[src/rtl/mc_decoder_pkg.sv]
// Shared types and constants for the multicycle control unit: state encoding,
// data-processing cmd field values and the ALU control codes.
package mc_decoder_pkg;

    typedef enum logic [3:0] {
        FETCH,
        DECODE,
        MEMADR,
        MEMREAD,
        MEMWB,
        MEMWR,
        EXECR,
        EXECI,
        MULEX,
        ALUWB,
        BRANCH
    } state_t;

    localparam logic [3:0] CMD_AND = 4'b0000;
    localparam logic [3:0] CMD_EOR = 4'b0001;
    localparam logic [3:0] CMD_SUB = 4'b0010;
    localparam logic [3:0] CMD_ADD = 4'b0100;
    localparam logic [3:0] CMD_TST = 4'b1000;
    localparam logic [3:0] CMD_CMP = 4'b1010;
    localparam logic [3:0] CMD_ORR = 4'b1100;
    localparam logic [3:0] CMD_MOV = 4'b1101;

    localparam logic [2:0] ALU_ADD = 3'b000;
    localparam logic [2:0] ALU_SUB = 3'b001;
    localparam logic [2:0] ALU_AND = 3'b010;
    localparam logic [2:0] ALU_ORR = 3'b011;
    localparam logic [2:0] ALU_EOR = 3'b100;
    localparam logic [2:0] ALU_MOV = 3'b101;
    localparam logic [2:0] ALU_MUL = 3'b110;

endpackage

[src/rtl/mc_decoder_if.sv]
// Bundle between the instruction register fields and the datapath controls.
// No valid/ready handshake: fields are sampled every cycle and all controls are
// combinational from the decoder state; state is exported for observation.
interface mc_decoder_if #(
    parameter int ALUCTRL_W = 3
);
    import mc_decoder_pkg::*;

    logic [1:0]           Op;
    logic [5:0]           Funct;
    logic [3:0]           Rd;
    logic                 IsMul;

    logic [1:0]           FlagW;
    logic                 PCS;
    logic                 NextPC;
    logic                 RegW;
    logic                 MemW;
    logic                 IRWrite;
    logic                 AdrSrc;
    logic [1:0]           ResultSrc;
    logic [1:0]           ALUSrcA;
    logic [1:0]           ALUSrcB;
    logic [1:0]           ImmSrc;
    logic [1:0]           RegSrc;
    logic [ALUCTRL_W-1:0] ALUControl;
    state_t               state;

    modport master (
        output Op, Funct, Rd, IsMul,
        input  FlagW, PCS, NextPC, RegW, MemW, IRWrite, AdrSrc,
        input  ResultSrc, ALUSrcA, ALUSrcB, ImmSrc, RegSrc, ALUControl, state
    );

    modport slave (
        input  Op, Funct, Rd, IsMul,
        output FlagW, PCS, NextPC, RegW, MemW, IRWrite, AdrSrc,
        output ResultSrc, ALUSrcA, ALUSrcB, ImmSrc, RegSrc, ALUControl, state
    );

endinterface

[src/rtl/mc_alu_decoder.sv]
// Combinational ALU decoder: maps cmd/S to ALUControl and FlagW while ALUOp is
// high, and flags commands whose result must not be written back.
module mc_alu_decoder
    import mc_decoder_pkg::*;
#(
    parameter int ALUCTRL_W = 3
) (
    input  logic                 alu_op,
    input  logic [5:0]           funct,
    input  logic                 mul_active,
    input  logic                 mul_last,
    output logic [ALUCTRL_W-1:0] alu_control,
    output logic [1:0]           flag_w,
    output logic                 no_write
);

    logic [3:0] cmd;
    logic       s_bit;
    logic [2:0] code;
    logic       supported;
    logic       force_nz;
    logic       arith;
    logic       nz_w;
    logic       unused_i_bit;

    assign cmd          = funct[4:1];
    assign s_bit        = funct[0];
    assign unused_i_bit = funct[5];

    always_comb begin
        code      = ALU_ADD;
        supported = 1'b1;
        force_nz  = 1'b0;
        arith     = 1'b0;
        no_write  = 1'b0;
        case (cmd)
            CMD_ADD: begin code = ALU_ADD; arith = 1'b1; end
            CMD_SUB: begin code = ALU_SUB; arith = 1'b1; end
            CMD_AND: code = ALU_AND;
            CMD_ORR: code = ALU_ORR;
            CMD_EOR: code = ALU_EOR;
            CMD_MOV: code = ALU_MOV;
            CMD_CMP: begin code = ALU_SUB; arith = 1'b1; force_nz = 1'b1; no_write = 1'b1; end
            CMD_TST: begin code = ALU_AND; force_nz = 1'b1; no_write = 1'b1; end
            default: begin code = ALU_ADD; supported = 1'b0; no_write = 1'b1; end
        endcase
    end

    // no_write ignores alu_op so the writeback state can still consult it.
    always_comb begin
        alu_control = '0;
        flag_w      = 2'b00;
        nz_w        = 1'b0;
        if (alu_op) begin
            if (mul_active) begin
                alu_control = ALUCTRL_W'(ALU_MUL);
                flag_w      = {mul_last & s_bit, 1'b0};
            end else begin
                alu_control = ALUCTRL_W'(code);
                nz_w        = supported & (s_bit | force_nz);
                flag_w      = {nz_w, nz_w & arith};
            end
        end
    end

endmodule

[src/rtl/mc_decoder.sv]
// Multicycle control unit: main FSM, optional multiply-execute state with its
// cycle counter (MC_DECODER_MUL_EN), PC write logic and instruction decoder.
module mc_decoder
    import mc_decoder_pkg::*;
#(
    parameter int ALUCTRL_W  = 3,
    parameter int MUL_CYCLES = 4
) (
    input  logic         clk,
    input  logic         reset,
    mc_decoder_if.slave  dec
);

    state_t               state_q, state_d;
    logic                 alu_op;
    logic                 branch;
    logic                 reg_w;
    logic                 no_write;
    logic                 mul_active;
    logic                 mul_last;
    logic [ALUCTRL_W-1:0] alu_control;
    logic [1:0]           flag_w;

    always_ff @(posedge clk) begin
        if (reset) state_q <= FETCH;
        else       state_q <= state_d;
    end

`ifdef MC_DECODER_MUL_EN
    localparam int CNT_W = (MUL_CYCLES > 1) ? $clog2(MUL_CYCLES) : 1;

    logic [CNT_W-1:0] mul_cnt_q, mul_cnt_d;

    // Counter idles at zero outside MULEX, so every entry starts from zero.
    always_comb begin
        mul_cnt_d = '0;
        if (state_q == MULEX) mul_cnt_d = mul_cnt_q + CNT_W'(1);
    end

    always_ff @(posedge clk) begin
        if (reset) mul_cnt_q <= '0;
        else       mul_cnt_q <= mul_cnt_d;
    end

    assign mul_active = (state_q == MULEX);
    assign mul_last   = mul_active && (mul_cnt_q == CNT_W'(MUL_CYCLES - 1));
`else
    logic unused_is_mul;
    assign unused_is_mul = dec.IsMul;
    assign mul_active    = 1'b0;
    assign mul_last      = 1'b0;
`endif

    always_comb begin
        state_d = state_q;
        case (state_q)
            FETCH:  state_d = DECODE;
            DECODE: begin
                case (dec.Op)
                    2'b01: state_d = MEMADR;
                    2'b10: state_d = BRANCH;
                    2'b00: begin
                        if (dec.Funct[5]) state_d = EXECI;
`ifdef MC_DECODER_MUL_EN
                        else if (dec.IsMul) state_d = MULEX;
`endif
                        else state_d = EXECR;
                    end
                    default: state_d = FETCH;
                endcase
            end
            MEMADR:  state_d = dec.Funct[0] ? MEMREAD : MEMWR;
            MEMREAD: state_d = MEMWB;
            MEMWB:   state_d = FETCH;
            MEMWR:   state_d = FETCH;
            EXECR:   state_d = ALUWB;
            EXECI:   state_d = ALUWB;
            MULEX:   state_d = mul_last ? ALUWB : MULEX;
            ALUWB:   state_d = FETCH;
            BRANCH:  state_d = FETCH;
            default: state_d = FETCH;
        endcase
    end

    always_comb begin
        alu_op        = 1'b0;
        branch        = 1'b0;
        reg_w         = 1'b0;
        dec.NextPC    = 1'b0;
        dec.MemW      = 1'b0;
        dec.IRWrite   = 1'b0;
        dec.AdrSrc    = 1'b0;
        dec.ResultSrc = 2'b00;
        dec.ALUSrcA   = 2'b00;
        dec.ALUSrcB   = 2'b00;
        case (state_q)
            FETCH: begin
                dec.IRWrite   = 1'b1;
                dec.NextPC    = 1'b1;
                dec.ALUSrcA   = 2'b01;
                dec.ALUSrcB   = 2'b10;
                dec.ResultSrc = 2'b10;
            end
            DECODE: begin
                dec.ALUSrcA   = 2'b01;
                dec.ALUSrcB   = 2'b10;
                dec.ResultSrc = 2'b10;
            end
            MEMADR:  dec.ALUSrcB = 2'b01;
            MEMREAD: dec.AdrSrc  = 1'b1;
            MEMWB: begin
                dec.ResultSrc = 2'b01;
                reg_w         = 1'b1;
            end
            MEMWR: begin
                dec.AdrSrc = 1'b1;
                dec.MemW   = 1'b1;
            end
            EXECR, MULEX: alu_op = 1'b1;
            EXECI: begin
                alu_op      = 1'b1;
                dec.ALUSrcB = 2'b01;
            end
            ALUWB: reg_w = ~no_write;
            BRANCH: begin
                dec.ALUSrcA   = 2'b10;
                dec.ALUSrcB   = 2'b01;
                dec.ResultSrc = 2'b10;
                branch        = 1'b1;
            end
            default: ;
        endcase
    end

    mc_alu_decoder #(
        .ALUCTRL_W (ALUCTRL_W)
    ) u_alu_decoder (
        .alu_op      (alu_op),
        .funct       (dec.Funct),
        .mul_active  (mul_active),
        .mul_last    (mul_last),
        .alu_control (alu_control),
        .flag_w      (flag_w),
        .no_write    (no_write)
    );

    assign dec.RegW       = reg_w;
    assign dec.PCS        = ((dec.Rd == 4'hF) & reg_w) | branch;
    assign dec.ALUControl = alu_control;
    assign dec.FlagW      = flag_w;
    assign dec.ImmSrc     = dec.Op;
    assign dec.RegSrc     = {dec.Op == 2'b01, dec.Op == 2'b10};
    assign dec.state      = state_q;

endmodule
[src/flat_wrapper.sv]
// flat-port wrapper written by rule: the top's interface ports become plain ports
module mc_decoder_flat import mc_decoder_pkg::*;
#(
    parameter int ALUCTRL_W  = 3,
    parameter int MUL_CYCLES = 4
)
  (clk, reset, dec_Op, dec_Funct, dec_Rd, dec_IsMul, dec_FlagW, dec_PCS, dec_NextPC, dec_RegW, dec_MemW, dec_IRWrite, dec_AdrSrc, dec_ResultSrc, dec_ALUSrcA, dec_ALUSrcB, dec_ImmSrc, dec_RegSrc, dec_ALUControl, dec_state);
  mc_decoder_if #(.ALUCTRL_W(ALUCTRL_W)) dec_i ();
  input  logic clk;
  input  logic reset;
  input wire logic [$bits(dec_i.Op)-1:0] dec_Op;
  input wire logic [$bits(dec_i.Funct)-1:0] dec_Funct;
  input wire logic [$bits(dec_i.Rd)-1:0] dec_Rd;
  input wire logic [$bits(dec_i.IsMul)-1:0] dec_IsMul;
  output wire logic [$bits(dec_i.FlagW)-1:0] dec_FlagW;
  output wire logic [$bits(dec_i.PCS)-1:0] dec_PCS;
  output wire logic [$bits(dec_i.NextPC)-1:0] dec_NextPC;
  output wire logic [$bits(dec_i.RegW)-1:0] dec_RegW;
  output wire logic [$bits(dec_i.MemW)-1:0] dec_MemW;
  output wire logic [$bits(dec_i.IRWrite)-1:0] dec_IRWrite;
  output wire logic [$bits(dec_i.AdrSrc)-1:0] dec_AdrSrc;
  output wire logic [$bits(dec_i.ResultSrc)-1:0] dec_ResultSrc;
  output wire logic [$bits(dec_i.ALUSrcA)-1:0] dec_ALUSrcA;
  output wire logic [$bits(dec_i.ALUSrcB)-1:0] dec_ALUSrcB;
  output wire logic [$bits(dec_i.ImmSrc)-1:0] dec_ImmSrc;
  output wire logic [$bits(dec_i.RegSrc)-1:0] dec_RegSrc;
  output wire logic [$bits(dec_i.ALUControl)-1:0] dec_ALUControl;
  output wire logic [$bits(dec_i.state)-1:0] dec_state;
  assign dec_i.Op = dec_Op;
  assign dec_i.Funct = dec_Funct;
  assign dec_i.Rd = dec_Rd;
  assign dec_i.IsMul = dec_IsMul;
  assign dec_FlagW = dec_i.FlagW;
  assign dec_PCS = dec_i.PCS;
  assign dec_NextPC = dec_i.NextPC;
  assign dec_RegW = dec_i.RegW;
  assign dec_MemW = dec_i.MemW;
  assign dec_IRWrite = dec_i.IRWrite;
  assign dec_AdrSrc = dec_i.AdrSrc;
  assign dec_ResultSrc = dec_i.ResultSrc;
  assign dec_ALUSrcA = dec_i.ALUSrcA;
  assign dec_ALUSrcB = dec_i.ALUSrcB;
  assign dec_ImmSrc = dec_i.ImmSrc;
  assign dec_RegSrc = dec_i.RegSrc;
  assign dec_ALUControl = dec_i.ALUControl;
  assign dec_state = dec_i.state;
  mc_decoder #(.ALUCTRL_W(ALUCTRL_W), .MUL_CYCLES(MUL_CYCLES)) u_core (.clk(clk), .reset(reset), .dec(dec_i));
endmodule
[config.mk]
export PLATFORM = sky130hd
export DESIGN_NAME = mc_decoder_flat
export DESIGN_NICKNAME = d
export VERILOG_FILES = /design/src/rtl/mc_decoder_pkg.sv /design/src/rtl/mc_decoder_if.sv /design/src/rtl/mc_alu_decoder.sv /design/src/rtl/mc_decoder.sv /design/src/flat_wrapper.sv
export SDC_FILE = /design/constraint.sdc
export NUM_CORES = 1
export LEC_CHECK = 0
export CAP_MARGIN = 20
export CORE_MARGIN = 10
export CORE_UTILIZATION = 30
export CTS_CLUSTER_DIAMETER = 40
export CTS_CLUSTER_SIZE = 25
export DETAILED_ROUTE_END_ITERATION = 8
export PLACE_DENSITY = 0.74
export SETUP_SLACK_MARGIN = 0.15
export SLEW_MARGIN = 20
export SYNTH_ARGS = -nofsm -noshare
export SYNTH_HDL_FRONTEND = slang
export SYNTH_SLANG_ARGS = --single-unit
[constraint.sdc]
create_clock -name clk -period 1.5 [get_ports clk]
set_input_delay 0.3 -clock clk [delete_from_list [all_inputs] [get_ports clk]]
set_output_delay 0.3 -clock clk [all_outputs]
set_load 0.01 [all_outputs]
Word level (Yosys, flattened, before mapping)
Index checks and enable logic that the tools add are counted.

cells by class
  $add $sub $neg = 0
  multiply operators = 0
  divide/modulo/power cells = 0
  $lt $le $gt $ge = 0
  equality and inequality tests = 20
  shift-type cells = 0
  multiplexer cells = 19
  bitwise logic cells = 5
  reduce and logical (&&, ||, !) cells = 15

operators with widths
  operator                                              number
  equality test 4 bit (second input constant)           8
  case mux 4 bit (6 select lines)                       1
  equality test 4 x 3 -> 1 bit (second input constant)  5
  case mux 3 bit (5 select lines)                       1
  equality test 4 x 2 -> 1 bit (second input constant)  3
  case mux 2 bit (2 select lines)                       3
  case mux 4 bit (3 select lines)                       1
  OR reduction 2 bit                                    6
  OR reduction 3 bit                                    4
  two-way mux 1 bit                                     9
  equality test 4 x 1 -> 1 bit (second input constant)  2
  zero test 4 bit                                       2
  OR reduction 8 bit                                    1
  two-way mux 3 bit                                     2
  OR reduction 6 bit                                    1
  bitwise AND 1 bit                                     3
  equality test 2 x 1 -> 1 bit (second input constant)  1
  equality test 2 bit (second input constant)           1
  zero test 2 bit                                       1
  two-way mux 2 bit                                     1
  bitwise OR 1 bit                                      2
  case mux 1 bit (2 select lines)                       1

storage, ports and cells
  register bits = 4
  latch bits = 0
  bits in writable memories = 0
  memory bits (read-only) = 0
  input bits = 15
  memories = 0

Depth between registers and ports, before layout
Gate-level depths: netlist of the first run.

  depth after elaboration = 7
  mapped depth = 5
  depth with buffers taken out = 4

Cells and area by module
From an unflattened synthesis of the first run, not the netlist that was laid out.

unflattened totals
  cells, all modules = 81
  area total of the unflattened synthesis = 575.6 um^2

modules (own cells, without submodules)
  module          times used  cells each  area an instance (um^2)  seq. area each (um^2)
  mc_decoder      1           53          385.4                    80.1
  mc_alu_decoder  1           28          190.2                    0.0

Worst setup path after synthesis of the first run
Ideal clock, no wire load.

  kind = register to output
  start = register u_core.state_q[2] (netlist: u_core.dec.state[2])
  end = output dec_NextPC
  arrival = 1.277 ns
  slack = -0.077 ns
  cell stages (with the launch flop) = 4
  buffers on the path = 2
  path through = dfxtp_1 -> buf_2 -> nor4_1 -> buf_4

between the ends
  cells in the longest elaborated chain, start to end = 2

RTL lines
  item                    RTL line            source
  start, declared         mc_decoder.sv:14    state_t state_q, state_d;
  start signal, assigned  mc_decoder.sv:26    else state_q <= state_d;
  zero test 4 bit         -
  two-way mux 1 bit       -
  end, declared           flat_wrapper.sv:17  output wire logic [$bits(dec_i.NextPC)-1:0] dec_NextPC;

No other way between the ends.

Worst setup path after layout of the first run
  start = register u_core.state_q[3] (netlist: u_core.dec.state[3])
  end = output dec_PCS

between the ends
  cells in the longest elaborated chain, start to end = 4
  elaborated cells on any way between the ends = 7
  those cells by class = 3 x eq/ne; 2 x mux; 2 x bitwise

RTL lines
  item                                                                        RTL line            source
  equality test 4 bit / equality test 4 x 3 -> 1 bit (equally long branches)  mc_decoder.sv:96    case (state_q)
  case mux 1 bit (2 select lines)                                             mc_decoder.sv:96
  bitwise AND 1 bit                                                           mc_decoder.sv:148   assign dec.PCS = ((dec.Rd == 4'hF) & reg_w) | branch;
  bitwise OR 1 bit (*)                                                        mc_decoder.sv:148
  end, declared                                                               flat_wrapper.sv:16  output wire logic [$bits(dec_i.PCS)-1:0] dec_PCS;

Every way passes the cells marked *; elsewhere a longest branch is shown, timed or not.

==> results.py, run 1 <==
metrics = {
    "timing": {
        "hold_viol": 0,
        "maxSlewHeadroom_pct": 83.5,
        "period_share_pct": 117,
        "finalMaxSlewViolations": 0,
        "setup_violations": 11,
        "clock_skew_ns": 0.00806,
        "worst_slew_pin_slew_ns": 0.245,
        "fmax_mhz": 571,
        "fin_ws_ns": -0.252,
        "min_period_ns": 1.75,
        "holdWs_ns": 0.670,
        "rsz0062_at_grt": "true",
        "tns_ns": -1.53,
    },
    "setup_path": {
        "critPathMaxStageDelay_ns": 0.35,
        "worstSetupEndpointType": "output port",
        "crit_arrival_ns": 1.45,
        "cpMaxStageDelayCell": "dfxtp_2",
        "worst-path-buf-inv": 1,
        "cp_max_fo": 4,
        "path_cells": "and2b_4, and2_4, a31o_1, a21o_1, buf_2",
        "start_kind": "flop",
        "cp.required_ns": 1.20,
        "worstSetupPathType": "flop to output port",
        "critPathTopFamily": "simple AND/OR/NAND/NOR gates",
    },
    "clock_tree": {
        "path_clk_slew_ns": 0.04,
        "cts_hold_buf": 0,
        "cts_tree": "done",
        "clock-sinks": 4,
        "clockBufferDepth": 2,
        "cts_buffers": 3,
        "htree_num_levels": 1,
        "cts-root-buf": "clkbuf_4",
        "clock_latency_ns": 0.24,
    },
    "synth": {
        "yosysSeqAreaShare_pct": 15.4,
        "synth.distinct_cells": 31,
        "syn_area_per_cell_sq_um": 6.74,
        "ys_ff_latch": 4,
        "syn-instance-count": 77,
        "synth_nets": 92,
        "synth_edf_count": 0,
        "synth_warnings": 0,
        "synth_async_sr_flop_share_pct": 0,
        "ys.flop_type": "dfxtp_1",
        "synthTopCellsByArea": "dfxtp_1, nor2b_1, nor3_1",
        "ys_top_cells_by_count": "nor3_1, a21oi_1, nand2_1, nor2_1, nor2b_1",
        "synthesis.area_sq_um": 519,
        "synth_top_area_share_pct": 15.4,
        "synth_area_leader_cell": "dfxtp_1",
        "yosysMostFrequentCell": "nor3_1",
    },
    "floorplan": {
        "num_rows": 14,
        "io_pins": 40,
        "die_h_um": 61.6,
        "coreArea_sq_um": 1580,
        "start_util_pct": 32.9,
        "die_w_um": 61.6,
        "dieArea_sq_um": 3800,
    },
    "pwr": {
        "p_clk_share_pct": 19.7,
        "switching_share_pct": 37.4,
        "ir_worst_vdd_v": 0.000452,
        "p_int_uw": 450,
        "power.share.sequential_pct": 18.9,
        "p_switching_uw": 269,
        "power.leakage_uw": 0.000569,
        "combPwrFrac_pct": 61.4,
        "total_power_uw": 719,
        "pwr_density_cell_nw_per_um2": 592,
    },
    "route": {
        "routed_wl_um": 2780,
        "avgViaCountPerCell": 5.40,
        "drt_iter0_drc": 23,
        "detail_route.wl_per_cell_um": 17.9,
        "vias": 837,
        "dr.pass1.iters": 4,
        "final_antenna_net_count": 0,
        "drc": 0,
    },
    "layout": {
        "stdcell_count": 155,
        "fin_area_sq_um": 1210,
        "fillers": 115,
        "layout-drive-gt1-share_pct": 58.3,
        "nets": 156,
        "largest_reg_flops": 4,
        "antenna_cells": 0,
        "area_delta_synth_final_pct": 134,
    },
    "grt": {
        "grt_max_degree": 11,
        "antenna_found_initial": 0,
        "grt_util_all_layers_pct": 12.7,
        "grt_pass1_wl_um": 3750,
        "grt_pass1_vias": 829,
        "gr-total-overflow": 0,
    },
    "place": {
        "port_buffers": 38,
        "place_congestion": 0.841,
        "dp_hpwl_um": 1730,
        "place_area_sq_um": 1040,
        "dpl.cell_count": 143,
    },
    "worst_hold_path": {
        "min_path_type": "flop to flop",
    },
    "flow_run": {
        "max-cap-violations": 0,
    },
    "status": {
        "status": "complete, but fails checks",
        "violations": "setup timing",
    },
}
-- what timing repair did --
item,CTS,global route
pin swaps,8,3
endpoints found under the setup margin,27,21
cloned,0,0
buffers inserted,3,6
gates resized for setup,121,12
-- worst min-delay path: cells and delay by family, from the launching register on --
family,cells,cell delay [ns]
buf+inv,1,0.20
simple gates,1,0.07
flops,1,0.35
-- path summary, 6_finish.rpt --
check                 startpoint             endpoint  slack, ns  cells past startpoint
max          u_core.dec.state[3]              dec_PCS      -0.25                      5
min          u_core.dec.state[3]  u_core.dec.state[2]       0.67                      2
max reg2reg  u_core.dec.state[0]  u_core.dec.state[3]       0.22                      6
min reg2reg  u_core.dec.state[3]  u_core.dec.state[2]       0.67                      2
-- power groups by stage --
stage	combinational (uW)	clock, uW	sequential, uW
after floorplan	167	0	133
after global placement	364	0	132
after detailed placement	372	0	132
after CTS	383	141	135
after global routing	474	151	137
final	442	141	136
-- final cells by class --
type / instances / area, sq um / share of cell area [%]
repair buffers: 68 / 578 / 47.6
well taps: 16 / 20.0 / 1.65
clock buffers: 3 / 22.5 / 1.85
multi-input cells: 61 / 490 / 40.4
inverters: 3 / 11.3 / 0.927
flip-flops and latches: 4 / 92.6 / 7.62
-- cell families (layout without fill, tap and decap cells) --
group,count (synthesis),count (layout),synth area share [%]
AOI/OAI and AO/OA,19,19,23.6
DFF,4,4,15.4
buffers and inverters,12,74,13.5
xor gates and xnor gates,1,1,1.69
and+or+nand+nor,41,41,45.8
-- metrics by stage --
stage	utilization [%]	setup WS [ns]
3_3_place_gp	65.7	-0.791
6_report	77.1	-0.252
4_1_cts	71.3	-0.201
5_1_grt	77.1	-0.286
2_1_floorplan	-	0.0512
3_5_place_dp	65.7	-0.812
-- cell usage in the layout, fill, tap and decap left out, types with 3 or more instances in the layout --
| cell type | n |
|---|---|
| buf_6 | 10 |
| clkdlybuf4s15_2 | 4 |
| dfxtp_4 | 3 |
| dlygate4sd2_1 | 10 |
| a21oi_1 | 3 |
| buf_2 | 13 |
| o21ai_0 | 4 |
| nor2b_1 | 4 |
| nor3_2 | 4 |
| clkbuf_4 | 3 |
| nand2_1 | 5 |
| nor2_1 | 4 |
| clkdlybuf4s50_1 | 6 |
| buf_4 | 21 |
-- per-layer routing --
metal  global-route usage, %  share of wire, %  wire, um  up-vias
li1                        -                 -         -      404
met3                    5.35               8.3       232        2
met1                    13.2                40      1100      395
met4                    5.73              0.36        10        0
met5                       0                 0         0        -
met2                    21.7                52      1440       36
(Power assumes the default switching activity.)
==> inputs of run 2 (changes only) <==
--- a/config.mk
+++ b/config.mk
@@ -12,6 +12,7 @@
 export CTS_CLUSTER_SIZE = 25
 export DETAILED_ROUTE_END_ITERATION = 8
 export PLACE_DENSITY = 0.74
+export REMOVE_ABC_BUFFERS = 1
 export SETUP_SLACK_MARGIN = 0.15
 export SLEW_MARGIN = 20
 export SYNTH_ARGS = -nofsm -noshare
==> run 2 against run 1 <==
  * The flow still finishes with violations (setup timing)
  * Die area unchanged
  * Combinational power up 14%
  * Flip-flop and latch count unchanged
  * Cell count up 7.7%
  * Largest cell class unchanged
  * Clock skew down 0.0056 ns
  * Worst setup slack worse by 0.032 ns
  * Sequential power about the same
  * Register-to-register slack worse by 0.30 ns
  * Non-clock buffer count up 12
  * Utilization up 6.8 points
  * Total power up 8.8%
  * Global-route usage up 0.66 points
  * Critical endpoint unchanged
==> results.py, run 2 (synthesis gave the netlist of run 1 again) <==
metrics = {
    "status": {
        "status": "complete, but fails checks",
        "violations": "setup timing",
    },
    "grt": {
        "grt_pass1_wl_um": 3900,
        "use_met2_pct": 24.7,
        "grt_pass1_vias": 813,
        "grt_max_degree": 9,
        "top_usage_layer": "met2",
        "gr-total-overflow": 0,
        "antenna_found_initial": 0,
        "grtUsageMet3_pct": 4.73,
        "met1_usage_pct": 13.6,
        "grt_util_all_layers_pct": 13.3,
    },
    "worst_hold_path": {
        "min_path_cells": 2,
        "hold_end": "u_core.dec.state[0]",
        "min_path_type": "flop to flop",
        "min_from": "u_core.dec.state[3]",
    },
    "floorplan": {
        "start_util_pct": 32.9,
        "io_pins": 40,
        "coreArea_sq_um": 1580,
        "dieArea_sq_um": 3800,
        "num_rows": 14,
        "die_w_um": 61.6,
        "die_h_um": 61.6,
    },
    "setup_path": {
        "path_cells": "and2b_4, and2_4, a31o_1, a21o_1, buf_6",
        "cp.required_ns": 1.20,
        "crit_arrival_ns": 1.48,
        "cpMaxStageDelayCell": "dfxtp_2",
        "r2r_end": "u_core.dec.state[1]",
        "reg2reg_depth": 8,
        "critPathMaxStageDelay_ns": 0.35,
        "ff2ff_setup_slack_ns": -0.08,
        "worstSetupPathType": "flop to output port",
        "start_kind": "flop",
        "rr_startpoint": "u_core.dec.state[1]",
        "worstSetupEndpointType": "output port",
        "cp_max_fo": 4,
    },
    "timing": {
        "setup_violations": 17,
        "fin_ws_ns": -0.284,
        "maxSlewHeadroom_pct": 81.2,
        "worst_slew_pin_slew_ns": 0.279,
        "clock_skew_ns": 0.00247,
        "fmax_mhz": 561,
        "hold_viol": 0,
        "period_share_pct": 119,
        "min_period_ns": 1.78,
        "rsz0062_at_grt": "true",
        "finalMaxSlewViolations": 0,
    },
    "clock_tree": {
        "clock_latency_ns": 0.24,
        "htree_num_levels": 1,
        "clock-sinks": 4,
        "cts-root-buf": "clkbuf_4",
        "path_clk_slew_ns": 0.04,
        "cts_tree": "done",
        "clockBufferDepth": 2,
        "cts_buffers": 3,
    },
    "route": {
        "drc": 0,
        "dr.pass1.iters": 4,
        "final_antenna_net_count": 0,
        "detail_route.wl_per_cell_um": 19.3,
        "drt_iter0_drc": 23,
        "routed_wl_um": 3220,
        "vias": 894,
        "avgViaCountPerCell": 5.35,
    },
    "layout": {
        "antenna_cells": 0,
        "final_cell_mix": "buf_4, buf_6, buf_2, clkdlybuf4s50_1",
        "nets": 168,
        "layout-drive-gt1-share_pct": 64.2,
        "fillers": 84,
        "layout_commonest_cell": "buf_4",
        "final_core_util_pct": 83.9,
        "area_delta_synth_final_pct": 155,
        "largest_reg_flops": 4,
    },
    "flow_run": {
        "max-cap-violations": 0,
    },
    "pwr": {
        "power.leakage_uw": 0.000622,
        "pwr_density_cell_nw_per_um2": 591,
        "ir_worst_vdd_v": 0.000407,
    },
    "place": {
        "pre_cts_slack_ns": -0.807,
        "port_buffers": 38,
        "place_congestion": 0.864,
        "dp_hpwl_um": 1700,
    },
}
-- run 2: through the flow --
step | area (sq um) | instances | hold slack [ns] | total power, uW | TNS (ns)
final | 1320 | 167 | 0.603 | 782 | -2.80
after global routing | 1320 | 167 | 0.615 | 816 | -3.42
after CTS | 1150 | 159 | 0.561 | 667 | -1.40
after detailed placement | 1050 | 147 | 0.605 | 503 | -8.51
after global placement | 1050 | 147 | 0.589 | 498 | -8.01
after floorplan | 460 | 68 | 0.372 | 256 | -0.361
-- run 2: what timing repair did --
action                     in CTS  in global routing
hold buffers                    0                  0
pin swaps                       6                 12
setup buffers                   9                  8
setup endpoints to repair      28                 22
hold endpoints to repair        0                  0
resized for setup             119                 47
-- run 2: area by class of cell --
cell class	instances	area (sq um)	share of cell area, %
Multi-Input combinational cell	61	498	37.7
Inverter	3	16.3	1.23
Clock buffer	3	22.5	1.70
Sequential cell	4	87.6	6.62
Tap cell	16	20.0	1.51
Timing Repair Buffer	80	678	51.3
-- run 2: worst max-delay path by stage --
stage,endpoint,cells past startpoint,startpoint,slack (ns)
6_report,dec_PCS,5,u_core.dec.state[3],-0.28
5_1_grt,dec_ALUControl[2],5,u_core.dec.state[3],-0.31
3_3_place_gp,dec_PCS,6,dec_Funct[2],-0.79
2_1_floorplan,dec_PCS,4,u_core.dec.state[3],-0.17
3_5_place_dp,dec_PCS,6,dec_Funct[2],-0.81
4_1_cts,dec_ALUControl[1],5,u_core.dec.state[3],-0.20
-- run 2: metal layers --
layer	part of all wire, %	up-vias
met5	0	-
met2	53	46
met1	37	416
met4	2.4	0
li1	-	424
met3	7.6	8
-- run 2: where the power goes --
group	internal, uW	total (uW)	switching, uW
registers	119	134	14.8
clock network	90.2	144	54.2
logic	276	504	228
-- run 2: worst max-delay path, delay by kind of cell, from the launching register on --
kind	cells	cell delay [ns]
buffers and inverters	1	0.12
AOI/OAI and AO/OA	2	0.39
DFF	1	0.35
and+or+nand+nor	2	0.37
